## src/rtl/controller_nes_responder.sv

```systemverilog
// NES pad responder: samples a debounced button vector on latch and shifts it out
// on pulse rising edges as active-low serial data, counting completed frames.
module controller_nes_responder #(
  parameter int unsigned SYNC_STAGES     = 2,
  parameter int unsigned DEBOUNCE_CYCLES = 16,
  parameter int unsigned POLL_W          = 16
) (
  input  logic              clk,
  input  logic              rst,
  input  logic              latch_in,
  input  logic              pulse_in,
  input  logic [0:7]        buttons_in,
  output logic              data_out,
  output logic              frame_strobe,
  output logic              busy,
  output logic [POLL_W-1:0] poll_count
);

  typedef enum logic [1:0] {IDLE, LOAD, SHIFT, DONE} state_t;

  state_t                   state, state_nx;
  logic [0:7]               shreg, shreg_nx;
  logic [3:0]               bit_idx, bit_idx_nx;
  logic                     strobe_nx, data_nx;
  logic [POLL_W-1:0]        count_nx;
  logic [0:7]               db;

  logic [SYNC_STAGES-1:0]   latch_sync, pulse_sync;
  logic                     latch_hist, pulse_hist;
  logic                     latch_cur, pulse_cur;
  logic                     latch_rise, latch_fall, pulse_rise;

  always_ff @(posedge clk or negedge rst) begin
    if (!rst) begin
      latch_sync <= '0;
      pulse_sync <= '0;
      latch_hist <= 1'b0;
      pulse_hist <= 1'b0;
    end else begin
      latch_sync <= {latch_sync[SYNC_STAGES-2:0], latch_in};
      pulse_sync <= {pulse_sync[SYNC_STAGES-2:0], pulse_in};
      latch_hist <= latch_cur;
      pulse_hist <= pulse_cur;
    end
  end

  assign latch_cur  = latch_sync[SYNC_STAGES-1];
  assign pulse_cur  = pulse_sync[SYNC_STAGES-1];
  assign latch_rise = latch_cur & ~latch_hist;
  assign latch_fall = ~latch_cur & latch_hist;
  assign pulse_rise = pulse_cur & ~pulse_hist;

  generate
    if (DEBOUNCE_CYCLES == 0) begin : g_db_bypass
      always_ff @(posedge clk or negedge rst) begin
        if (!rst) db <= '0;
        else      db <= buttons_in;
      end
    end else begin : g_db
      localparam int unsigned CW = $clog2(DEBOUNCE_CYCLES + 1);
      logic [CW-1:0] cnt [8];
      logic [0:7]    cand;

      // A bit is accepted once its candidate has matched the raw input for
      // DEBOUNCE_CYCLES consecutive samples; any disagreement restarts the count.
      always_ff @(posedge clk or negedge rst) begin
        if (!rst) begin
          cand <= '0;
          db   <= '0;
          for (int unsigned i = 0; i < 8; i++) cnt[i] <= '0;
        end else begin
          for (int unsigned i = 0; i < 8; i++) begin
            if (buttons_in[i] != cand[i]) begin
              cand[i] <= buttons_in[i];
              cnt[i]  <= '0;
            end else if (cnt[i] != CW'(DEBOUNCE_CYCLES)) begin
              cnt[i] <= cnt[i] + CW'(1);
            end else begin
              db[i] <= cand[i];
            end
          end
        end
      end
    end
  endgenerate

  always_comb begin
    state_nx   = state;
    shreg_nx   = shreg;
    bit_idx_nx = bit_idx;
    strobe_nx  = 1'b0;
    count_nx   = poll_count;
    case (state)
      IDLE: begin
        if (latch_rise) begin
          state_nx   = LOAD;
          shreg_nx   = db;
          bit_idx_nx = '0;
        end
      end
      LOAD: begin
        shreg_nx   = db;
        bit_idx_nx = '0;
        if (latch_fall) begin
          state_nx = SHIFT;
          shreg_nx = shreg;
        end
      end
      SHIFT: begin
        // Latch has priority: a coincident pulse edge is dropped.
        if (latch_rise) begin
          state_nx   = LOAD;
          shreg_nx   = db;
          bit_idx_nx = '0;
        end else if (pulse_rise) begin
          shreg_nx   = {shreg[1:7], 1'b0};
          bit_idx_nx = bit_idx + 4'd1;
          if (bit_idx == 4'd7) begin
            state_nx  = DONE;
            strobe_nx = 1'b1;
            count_nx  = poll_count + POLL_W'(1);
          end
        end
      end
      DONE: begin
        if (latch_rise) begin
          state_nx   = LOAD;
          shreg_nx   = db;
          bit_idx_nx = '0;
        end
      end
      default: state_nx = IDLE;
    endcase
    data_nx = ((state_nx == LOAD) || (state_nx == SHIFT)) ? ~shreg_nx[0] : 1'b1;
  end

  always_ff @(posedge clk or negedge rst) begin
    if (!rst) begin
      state        <= IDLE;
      shreg        <= '0;
      bit_idx      <= '0;
      data_out     <= 1'b1;
      frame_strobe <= 1'b0;
      poll_count   <= '0;
    end else begin
      state        <= state_nx;
      shreg        <= shreg_nx;
      bit_idx      <= bit_idx_nx;
      data_out     <= data_nx;
      frame_strobe <= strobe_nx;
      poll_count   <= count_nx;
    end
  end

  assign busy = (state == LOAD) || (state == SHIFT);

endmodule
```

## config.mk

```make
export PLATFORM = sky130hd
export DESIGN_NAME = controller_nes_responder
export DESIGN_NICKNAME = d
export VERILOG_FILES = /design/src/rtl/controller_nes_responder.sv
export SDC_FILE = /design/constraint.sdc
export NUM_CORES = 1
export LEC_CHECK = 0
export ABC_AREA = 1
export CAP_MARGIN = 30
export CORE_UTILIZATION = 40
export DETAILED_ROUTE_END_ITERATION = 10
export GPL_ROUTABILITY_DRIVEN = 0
export PLACE_DENSITY = 0.56
export SYNTH_ARGS = -nofsm -noshare
export SYNTH_HDL_FRONTEND = slang
export SYNTH_SLANG_ARGS = --single-unit
```

## constraint.sdc

```tcl
create_clock -name clk -period 1.95 [get_ports clk]
set_clock_uncertainty 0.2 [all_clocks]
set_input_delay 0.4875 -clock clk [delete_from_list [all_inputs] [get_ports clk]]
set_output_delay 0.4875 -clock clk [all_outputs]
set_load 0.01 [all_outputs]
```

Yosys cells after proc, flatten, opt, wreduce, memory -nomap -nowiden
Cells that the tools add are included.

storage, ports and cells
  register bits after elaboration = 94
  input bits = 12
  output and inout bits = 19

cells by class
  $add $sub $neg = 10
  equality and inequality tests = 25
  muxes and demuxes = 36
  bitwise logic cells = 24
  reductions and logical operators = 23

operators by type and width
  cell                                                                    count
  5-bit two-way mux                                                       16
  5-bit by 1-bit adder with 5-bit output (second input constant)          8
  5-bit != test (second input constant)                                   8
  8-bit two-way mux                                                       4
  8-bit one-hot mux with 3 select lines                                   1
  1-bit NOT                                                               21
  2-bit AND reduction                                                     9
  16-bit by 1-bit adder with 16-bit output (second input constant)        1
  2-bit nonzero test                                                      8
  4-bit two-way mux                                                       3
  4-bit one-hot mux with 3 select lines                                   1
  2-bit two-way mux                                                       5
  1-bit != test                                                           8
  2-bit equality test (second input constant)                             3
  2-bit one-hot mux with 3 select lines                                   1
  1-bit two-way mux                                                       5
  4-bit by 1-bit adder with 4-bit output (second input constant)          1
  2-bit by 1-bit equality test with 1-bit output (second input constant)  2
  4-bit by 3-bit equality test with 1-bit output (second input constant)  1
  4-bit AND reduction                                                     1
  1-bit AND                                                               3
  3-bit != test (second input constant)                                   1
  3-bit AND reduction                                                     1
  2-bit zero test                                                         1
  other kinds (4)                                                         5

Longest topological paths before layout
Gate-level depths: netlist (run 1).

  depth in word-level cells = 8
  mapped depth = 11

Least setup slack after synthesis (run 1)
No wires, ideal clock.

  kind = register -> register
  start = reg state[0]
  end = reg poll_count[9]
  setup time = 0.127 ns
  arrival = 1.354 ns
  data required time = 1.623 ns
  slack = 0.269 ns
  cell stages (with the launch flop) = 10
  buffers on the path = 1
  clock period less this slack = 1.681 ns
  cells stage by stage = dfrtp_1 inv_1 ha_1 nand2_2 nor2_4 nand2_4 buf_12 nor2_8 nand2_2 xnor2_2

on the way
  longest elaborated chain between the ends = 2

RTL lines
  item                                  line  source
  from (decl)                           21    state_t state, state_nx;
  from (signal assigned)                146   state <= state_nx;
  2-bit equality test                   93    case (state)
  4-bit AND reduction (no source line)  -
  to (signal assigned)                  151   poll_count <= count_nx;
  to (decl)                             16    output logic [POLL_W-1:0] poll_count

No other way between the ends.
A chain may end at the register's enable or synchronous reset.

Final worst setup path (run 1)
  start = reg poll_count[10]
  end = out poll_count[10]

No word-level cell between the ends.

==> metrics.yaml, run 1 <==
floorplanning:
  die_area_um2: 12170
  area_of_the_core_um2: 11420
  io_pins: 31
  fp.dieW_um: 110.3
  floorplan.initialDensity: 0.4111
  chipHeight_um: 110.3
  rows: 39
outcome:
  run_status: "finished clean"
synthesis:
  yosysWarningCount: 0
  synth_largest_type_area_fraction: 0.4957
  syn-cell-area_um2: 4695
  synthesis.area_per_instance_um2: 8.775
  synthTopCellsByArea: "sky130_fd_sc_hd__dfrtp_1 50%, sky130_fd_sc_hd__nand2_1 9.2%, sky130_fd_sc_hd__ha_1 5.3%"
  synth-edff-count: 0
  unique_masters_post_synth: 30
  syn-instance-count: 535
  synth_seq_area_share: 0.5013
  netlist.top_cell.by_area: "sky130_fd_sc_hd__dfrtp_1"
  synthesis.nets: 567
  synth_top_flop_cell: "sky130_fd_sc_hd__dfrtp_1"
  postSynth.asyncResetShare: 1.000
  ys_ff_latch: 94
sta:
  post-route-worst-setup-slack_ns: 0.04458
  fin_crit_sh: 0.9771
  finalWorstPathRequiredPeriod_ns: 1.905
  worstMarginPinSlew_ns: 0.4229
  slew_viol_final: 0
  slew_headroom: 0.7171
  setup_viol_count_final: 0
  timing_hold_violations_final: 0
  setup_repair_after_global_routing_missed_its_margin: "false"
  max_freq_ghz: 0.5248
power_and_ir_drop:
  netSwitchingPower_uw: 1754
  power_leakage_uw: 0.002836
  combPwrFrac: 0.257
  power.sequential.fraction: 0.452
  power.share.clock: 0.291
  intPower_uw: 3786
  power_switching_share: 0.3166
  power_density_nw_per_um2: 989.9
  p_total_uw: 5540
  power.ir.vdd_worst_uv: 469.5
detailed_routing:
  detail_route.wirelength_um: 8387
  detail_route.wl_per_cell_um: 11.44
  dr_total_vias: 3483
  detail_route.iter0.violations: 140
  vias_per_cell: 4.752
  dr.pass1.iters: 5
  drcViolationCount: 0
  post_detailed_route_count_of_antenna_violating_nets: 0
clocking:
  clock_pin_slew_of_the_registers_on_the_worst_case_setup_and_hold_paths_ns: 0.06
  cts.sinks: 94
  clock_latency_ns: 0.34
  cts_max_path_buffers: 2
  number_of_buffers_created_by_cts: 9
  cell_at_the_root_of_the_clock_tree: "sky130_fd_sc_hd__clkbuf_16"
  tritoncts: "done"
  htreeDepth: 3
layout:
  multi_input_comb_area_um2: 2064
  antenna_cells_inserted: 0
  final_core_util: 0.4901
  n_fill_cell: 1078
  final_common_cell: "sky130_fd_sc_hd__nand2_1"
  register_area_um2: 2359
  final_net_count: 618
  area.growth.synth_to_final_pct: 19.22
  ratio_of_cells_with_drive_above_1_in_the_final_layout: 0.1237
  leading_cell_types_in_the_layout_fill_and_taps_excluded: "115 x sky130_fd_sc_hd__nand2_1, 89 x sky130_fd_sc_hd__dfrtp_1, 65 x sky130_fd_sc_hd__nor2_1"
setup_path:
  ff2ff_setup_slack_ns: 0.13
  depth_of_the_worst_register_to_register_path: 9
  gate_family_responsible_for_the_most_delay_along_the_worst_path: "buffers and inverters"
  type_of_the_worst_setup_path: "reg2out"
  crit_chain: "clkdlybuf4s50_1"
  cp_slowest_cell: "sky130_fd_sc_hd__clkdlybuf4s50_1"
  crit_arrival_ns: 1.22
  required_ns: 1.26
  critical_path.reg2reg.startpoint: "state[0]"
  worst-path-max-fanout: 2
  critical_path.reg2reg.endpoint: "shreg[2]"
  crit_path_max_incr_delay_ns: 0.53
  crit_path_end_kind: "primary output"
  cp.buffers_inverters: 1
  setup.worst_path.start_class: "flop"
worst_hold_path:
  end_point_of_the_worst_hold_path: "pulse_sync[1]"
  min_from: "pulse_sync[0]"
  worst_hold_path_type: "reg2reg"
  hold_path_depth: 0
placement:
  port_buffers: 30
  placement.setup.worst_slack_ns: -0.04891
  dp_hpwl_um: 6032
grt:
  first_global_vias: 3395
  grt_max_degree: 38
  grt_antenna_before_repair: 0
  grt_resource_usage_total: 0.1609
  first_pass_grt_wire_length_um: 15130
  global_route.overflow_total: 0
job:
  max_cap_viol_count: 0
-- metal layers --
layer  up-vias  global-route usage  wire length (um)  part of all wire
li1       1779                   -                 -                 -
met1      1646              0.2125              4130              0.49
met2        45              0.2555              3839              0.46
met3        13             0.03233               248             0.030
met4         0             0.07143               169             0.020
met5         -                   0                 0                 0
-- cell usage after synthesis (6+ instances only) --
library cell and instances:
sky130_fd_sc_hd__nand3_1 48, sky130_fd_sc_hd__xnor2_1 10, sky130_fd_sc_hd__a21oi_1 20, sky130_fd_sc_hd__nand2_1 115, sky130_fd_sc_hd__ha_1 20, sky130_fd_sc_hd__inv_1 56, sky130_fd_sc_hd__nor2_1 65, sky130_fd_sc_hd__nor2_2 7
sky130_fd_sc_hd__nand4_1 6, sky130_fd_sc_hd__clkbuf_1 8, sky130_fd_sc_hd__xor2_1 27, sky130_fd_sc_hd__o21ai_0 22, sky130_fd_sc_hd__dfrtp_1 93
-- what timing repair did --
action | in CTS | in global routing
endpoints found under the setup margin | 18 | 11
endpoints found under the hold margin | 14 | 0
hold buffers | 1 | 0
setup buffers | 6 | 0
gates resized for setup | 23 | 7
-- sequential cells by signal, indices dropped and copies added (netlist names), 2 cells and up --
| signal | count |
|---|---|
| bit_idx | 4 |
| db | 8 |
| g_db.cand | 8 |
| g_db.cnt | 40 |
| latch_sync | 2 |
| poll_count | 16 |
| pulse_sync | 2 |
| shreg | 8 |
| state | 2 |
-- power by group through the flow --
stage               clock network (uW)  logic, uW  registers, uW
floorplan                            0       1010           2480
global placement                     0       1370           2520
detailed placement                   0       1400           2530
CTS                               1680       1420           2500
global route                      1760       1680           2550
finish                            1610       1420           2500
-- logic make-up after synthesis --
| kind of cell | Yosys count | synth area share |
|---|---|---|
| simple gates | 259 | 0.2492 |
| flops | 94 | 0.5013 |
| buf+inv | 74 | 0.06530 |
| compound gates | 48 | 0.05144 |
| xor+xnor | 40 | 0.07942 |
| fa+ha+maj | 20 | 0.05330 |
-- worst max-delay path by stage --
stage | start | endpoint | slack [ns] | cells after the start
global placement | state[0] | busy | -0.04 | 4
detailed placement | state[0] | busy | -0.05 | 4
finish | poll_count[10] | poll_count[10] | 0.04 | 1
global route | state[0] | shreg[2] | 0.003 | 9
CTS | poll_count[0] | poll_count[0] | 0.01 | 1
floorplan | state[0] | poll_count[9] | 0.27 | 9
-- layout make-up --
| type | instances | area share |
|---|---|---|
| clock buffers | 14 | 0.04717 |
| clock inverters | 1 | 0.0008943 |
| inverters | 62 | 0.04158 |
| multi-input cells | 367 | 0.3689 |
| flip-flops and latches | 94 | 0.4214 |
| well taps | 143 | 0.03197 |
| repair buffers | 52 | 0.08808 |
-- metrics by stage --
stage | instance area [um^2] | cells | setup TNS, ns | hold slack [ns]
after CTS | 5569 | 733 | 0 | 0.1495
after global placement | 5248 | 711 | -0.04285 | 0.1402
after floorplan | 4695 | 535 | 0 | -0.008091
after detailed placement | 5248 | 711 | -0.04891 | 0.1363
final | 5597 | 733 | 0 | 0.1488
after global routing | 5597 | 733 | 0 | 0.1523
Note: power is estimated with default switching activity, not from simulation.
==> run 2, diff against run 1 <==
Settings changed: CORE_MARGIN set to 2.
==> run 2 against run 1 <==
Combinational power is essentially flat. Sequential cell count unchanged. Final cell count rose by 0.41%. Via count grew 0.66%. Cell area is 1.1% higher.
==> metrics.yaml, run 2 (same netlist as run 1, synthesis figures left out) <==
outcome:
  run_status: "finished clean"
layout:
  final_common_cell: "sky130_fd_sc_hd__nand2_1"
  max_flop_register: "g_db.cnt"
  final_core_util: 0.4954  # +0.005260
  n_fill_cell: 1097  # +1.8%
  antenna_cells_inserted: 0  # unchanged
  multi_input_comb_area_um2: 2067  # +0.12%
  largest_reg_flops: 40  # unchanged
  ratio_of_cells_with_drive_above_1_in_the_final_layout: 0.1315  # +0.007806
  leading_cell_types_in_the_layout_fill_and_taps_excluded: "115 x sky130_fd_sc_hd__nand2_1, 91 x sky130_fd_sc_hd__dfrtp_1, 64 x sky130_fd_sc_hd__nor2_1"
  final_net_count: 621  # +0.49%
  biggestRegsByFlops: "g_db.cnt (40), poll_count (16)"
  area.growth.synth_to_final_pct: 20.50
  register_area_um2: 2356  # -0.11%
floorplanning:
  floorplan.initialDensity: 0.4111  # unchanged
  fp.dieW_um: 112.3  # +1.8%
  io_pins: 31  # unchanged
  chipHeight_um: 112.3  # +1.8%
  die_area_um2: 12620  # +3.7%
  area_of_the_core_um2: 11420  # unchanged
  rows: 39  # unchanged
sta:
  max_freq_ghz: 0.5295  # +0.90%
  slew_viol_final: 0  # unchanged
  fin_tns_setup_ns: 0  # unchanged
  worstMarginPinSlew_ns: 0.3787  # -0.04420 ns
  slew_headroom: 0.7467  # +0.02956
  min_hold_slack_ns: 0.1503  # +0.001503 ns
  setup_viol_count_final: 0  # unchanged
  fin_crit_sh: 0.9684  # -0.008729
  finalWorstPathRequiredPeriod_ns: 1.888  # -0.01702 ns
  timing_hold_violations_final: 0  # unchanged
setup_path:
  required_ns: 1.26  # about the same
  type_of_the_worst_setup_path: "reg2out"
  crit_arrival_ns: 1.20  # -0.02 ns
  crit_path_end_kind: "primary output"
  setup.worst_path.start_class: "flop"
  worst-path-max-fanout: 2  # unchanged
grt:
  grt_resource_usage_total: 0.1495  # -0.01138
  global_route.overflow_total: 0  # unchanged
  first_global_vias: 3374  # -0.62%
  grt_antenna_before_repair: 0  # unchanged
  first_pass_grt_wire_length_um: 15330  # +1.3%
  grt_max_degree: 37  # -2.6%
power_and_ir_drop:
  power_density_nw_per_um2: 1003  # +1.3%
  power_leakage_uw: 0.002944  # +3.8%
  p_total_uw: 5672  # +2.4%
  power.ir.vdd_worst_uv: 570.2  # +21%
clocking:
  cts_max_path_buffers: 2  # unchanged
  clock_latency_ns: 0.35  # about the same
  cell_at_the_root_of_the_clock_tree: "sky130_fd_sc_hd__clkbuf_16"
  clock_pin_slew_of_the_registers_on_the_worst_case_setup_and_hold_paths_ns: 0.07  # about the same
  tritoncts: "done"
  cts.sinks: 94  # unchanged
  number_of_buffers_created_by_cts: 9  # unchanged
  htreeDepth: 3  # unchanged
detailed_routing:
  post_detailed_route_count_of_antenna_violating_nets: 0  # unchanged
  detail_route.wl_per_cell_um: 11.66  # +1.9%
  vias_per_cell: 4.764  # +0.25%
  drcViolationCount: 0  # unchanged
  detail_route.wirelength_um: 8583  # +2.3%
  dr_total_vias: 3506  # +0.66%
  detail_route.iter0.violations: 122  # -13%
  dr.pass1.iters: 4  # -1
placement:
  dp_hpwl_um: 6148  # +1.9%
  port_buffers: 30  # unchanged
job:
  max_cap_viol_count: 0  # unchanged
worst_hold_path:
  worst_hold_path_type: "reg2reg"
-- run 2: changes by cell type in the layout (fill, tap and decap cells not counted), moves of 2 or more --
cell / delta
sky130_fd_sc_hd__clkinv_2: +3
sky130_fd_sc_hd__dlymetal6s2s_1: +5
sky130_fd_sc_hd__dlygate4sd2_1: -4
sky130_fd_sc_hd__clkbuf_1: -3
sky130_fd_sc_hd__dfrtp_2: -2
sky130_fd_sc_hd__buf_4: +3
sky130_fd_sc_hd__dfrtp_1: +2
-- run 2: worst paths after layout --
check | start | end | slack (ns) | depth (start not counted)
max | state[1] | busy | 0.06 | 3
min | latch_sync[0] | latch_sync[1] | 0.15 | 0
max reg2reg | state[1] | shreg[2] | 0.16 | 9
min reg2reg | latch_sync[0] | latch_sync[1] | 0.15 | 0
max in group asynchronous | rst | g_db.cnt[31] | 0.69 | 3
min in group asynchronous | rst | poll_count[11] | 0.36 | 2
-- run 2: report_power, final --
part | switching (uW) | leakage [uW] | internal [uW]
logic | 831 | 0.00157 | 607
clock network | 718 | 0.000148 | 1010
registers | 245 | 0.00123 | 2260
total | 1790 | 0.00294 | 3880
-- run 2: timing repair --
action	CTS	global route
hold buffers	1	0
buffers inserted	9	0
gates resized for setup	15	15
endpoints found under the hold margin	15	0
setup endpoints to repair	18	18
pin swaps	1	1
-- run 2: area by class of cell --
cell class / count / area share
clock buffers: 10 / 0.04225
multi-input cells: 367 / 0.3654
clock inverters: 5 / 0.008848
flip-flops and latches: 94 / 0.4165
well taps: 143 / 0.03163
repair buffers: 55 / 0.09423
inverters: 62 / 0.04114
-- run 2: through the flow --
stage | worst slack, ns | instance area, um^2 | std cells
after floorplan | 0.2690 | 4695 | 535
after global placement | -0.04196 | 5248 | 711
after detailed placement | -0.03194 | 5248 | 711
after CTS | 0.002227 | 5602 | 736
after global routing | -0.0008313 | 5657 | 736
final | 0.06160 | 5657 | 736
-- run 2: worst max-delay path: stages (launching register included) --
cell	delay [ns]
sky130_fd_sc_hd__dfrtp_1	0.41
sky130_fd_sc_hd__ha_4	0.28
sky130_fd_sc_hd__inv_2	0.03
sky130_fd_sc_hd__buf_2	0.12
-- run 2: routing by layer --
metal	global-route usage	part of all wire	routed length [um]	up-vias
met1	0.1994	0.48	4156	1662
met2	0.2345	0.47	3996	42
met3	0.04320	0.038	323	11
met4	0.05285	0.012	107	0
met5	0	0	0	-
li1	-	-	-	1791
==> run 3, diff against run 2 <==
Settings changed: RECOVER_POWER set to 100.
==> run 3 against run 2 <==
Final cell count unchanged. Worst hold slack about the same. Clock-buffer cell count unchanged. Maximum frequency increased by 0.11%. Utilization is 0.61 points lower. Cell area fell by 1.2%. Sequential power is essentially flat. Clock power about the same. Critical path type unchanged.
==> metrics.yaml, run 3 (same netlist as run 1, synthesis figures left out) <==
outcome:
  run_status: "finished clean"
sta:
  slew_viol_final: 0  # unchanged
  max_freq_ghz: 0.5301  # +0.11%
  setup_repair_after_global_routing_missed_its_margin: "false"
  timing_hold_violations_final: 0  # unchanged
  slew_headroom: 0.6491  # -0.09762
  min_hold_slack_ns: 0.1502  # -0.00008200 ns
  post-route-worst-setup-slack_ns: 0.06363  # +0.002029 ns
  fin_crit_sh: 0.9674  # -0.001040
  setup_viol_count_final: 0  # unchanged
  worstMarginPinSlew_ns: 0.5264  # +0.1477 ns
  finalWorstPathRequiredPeriod_ns: 1.886  # -0.002029 ns
  fin_tns_setup_ns: 0  # unchanged
power_and_ir_drop:
  power_leakage_uw: 0.002761  # -6.2%
  power.ir.vdd_worst_uv: 568.8  # -0.24%
  p_total_uw: 5639  # -0.58%
  power_density_nw_per_um2: 1009  # +0.67%
clocking:
  tritoncts: "done"
  clock_pin_slew_of_the_registers_on_the_worst_case_setup_and_hold_paths_ns: 0.07  # about the same
  htreeDepth: 3  # unchanged
  cell_at_the_root_of_the_clock_tree: "sky130_fd_sc_hd__clkbuf_16"
  cts_max_path_buffers: 2  # unchanged
  number_of_buffers_created_by_cts: 9  # unchanged
  clock_latency_ns: 0.35  # about the same
  cts.sinks: 94  # unchanged
detailed_routing:
  detail_route.wirelength_um: 8629  # +0.54%
  detail_route.iter0.violations: 128  # +4.9%
  dr_total_vias: 3502  # -0.11%
  dr.pass1.iters: 4  # unchanged
  post_detailed_route_count_of_antenna_violating_nets: 0  # unchanged
  vias_per_cell: 4.758  # -0.11%
  detail_route.wl_per_cell_um: 11.72  # +0.54%
  drcViolationCount: 0  # unchanged
worst_hold_path:
  worst_hold_path_type: "reg2reg"
  hold_path_depth: 0  # unchanged
job:
  max_cap_viol_count: 0  # unchanged
placement:
  dp_hpwl_um: 6148  # unchanged
  port_buffers: 30  # unchanged
  placement.setup.worst_slack_ns: -0.03194  # unchanged
layout:
  leading_cell_types_in_the_layout_fill_and_taps_excluded: "115 x sky130_fd_sc_hd__nand2_1, 93 x sky130_fd_sc_hd__dfrtp_1, 69 x sky130_fd_sc_hd__nor2_1"
  max_flop_register: "g_db.cnt"
  area.growth.synth_to_final_pct: 19.00
  biggestRegsByFlops: "g_db.cnt (40), poll_count (16)"
  final_common_cell: "sky130_fd_sc_hd__nand2_1"
  largest_reg_flops: 40  # unchanged
  final_net_count: 621  # unchanged
  antenna_cells_inserted: 0  # unchanged
  ratio_of_cells_with_drive_above_1_in_the_final_layout: 0.1147  # -0.01686
floorplanning:
  chipHeight_um: 112.3  # unchanged
  io_pins: 31  # unchanged
  fp.dieW_um: 112.3  # unchanged
  floorplan.initialDensity: 0.4111  # unchanged
  rows: 39  # unchanged
  area_of_the_core_um2: 11420  # unchanged
  die_area_um2: 12620  # unchanged
grt:
  grt_antenna_before_repair: 0  # unchanged
  grt_max_degree: 37  # unchanged
  global_route.overflow_total: 0  # unchanged
  first_pass_grt_wire_length_um: 15330  # unchanged
  first_global_vias: 3374  # unchanged
  grt_resource_usage_total: 0.1495  # unchanged
setup_path:
  crit_path_end_kind: "primary output"
  crit_arrival_ns: 1.20  # about the same
  startpoint: "state[1]"
  type_of_the_worst_setup_path: "reg2out"
  critical_path.reg2reg.endpoint: "shreg[2]"
  critical_path.reg2reg.startpoint: "state[1]"
  ff2ff_setup_slack_ns: 0.15  # about the same
  worst-path-max-fanout: 2  # unchanged
  depth_of_the_worst_register_to_register_path: 8  # -1
  required_ns: 1.26  # about the same
  timing.critical_path.to: "busy"
  setup.worst_path.start_class: "flop"
==> run 3: timing repair <==
item                                    in CTS  in global routing
pin swaps                                    1                  1
buffers inserted                             9                  0
endpoints found under the setup margin      18                 18
gates resized for setup                     15                 15
hold buffers                                 1                  0
hold endpoints to repair                    15                  0
==> run 3: area by class of cell <==
class,count,area (um^2)
clock buffers,10,239.0
clock inverters,5,50.05
fillers,1117,5832
inverters,62,232.7
multi-input cells,367,2049
flip-flops and latches,94,2354
well taps,143,178.9
repair buffers,55,483.0
==> run 3: worst max-delay path, stage by stage (launching register included) <==
cell,delay [ns]
sky130_fd_sc_hd__dfrtp_1,0.42
sky130_fd_sc_hd__ha_4,0.28
sky130_fd_sc_hd__inv_2,0.03
sky130_fd_sc_hd__buf_2,0.12
==> run 3: report_power, final <==
group,switching (uW),leakage (uW),internal [uW]
combinational,824,0.00138,582
sequential,245,0.00123,2260
clock,717,0.000148,1010
==> run 3: how the worst min path moves through the flow <==
stage / to / startpoint / slack, ns
floorplan: bit_idx[0] / rst / -0.008
finish: latch_sync[1] / latch_sync[0] / 0.15
CTS: latch_sync[1] / latch_sync[0] / 0.15
global route: latch_sync[1] / latch_sync[0] / 0.16
global placement: latch_sync[1] / latch_sync[0] / 0.14
detailed placement: pulse_sync[1] / pulse_sync[0] / 0.14
==> run 3: per-layer routing <==
layer,vias up,wire (um),share of wire,track usage
met5,-,0,0,0
met4,0,74,0.0086,0.05285
met3,7,238,0.028,0.04320
met2,34,4097,0.47,0.2345
met1,1666,4219,0.49,0.1994
li1,1795,-,-,-
==> run 3: stage by stage <==
stage / cells / util / cell area (um^2)
after floorplan: 535 / - / 4695
after global routing: 736 / 0.4893 / 5587
after global placement: 711 / 0.4596 / 5248
after CTS: 736 / 0.4906 / 5602
final: 736 / 0.4893 / 5587
after detailed placement: 711 / 0.4596 / 5248
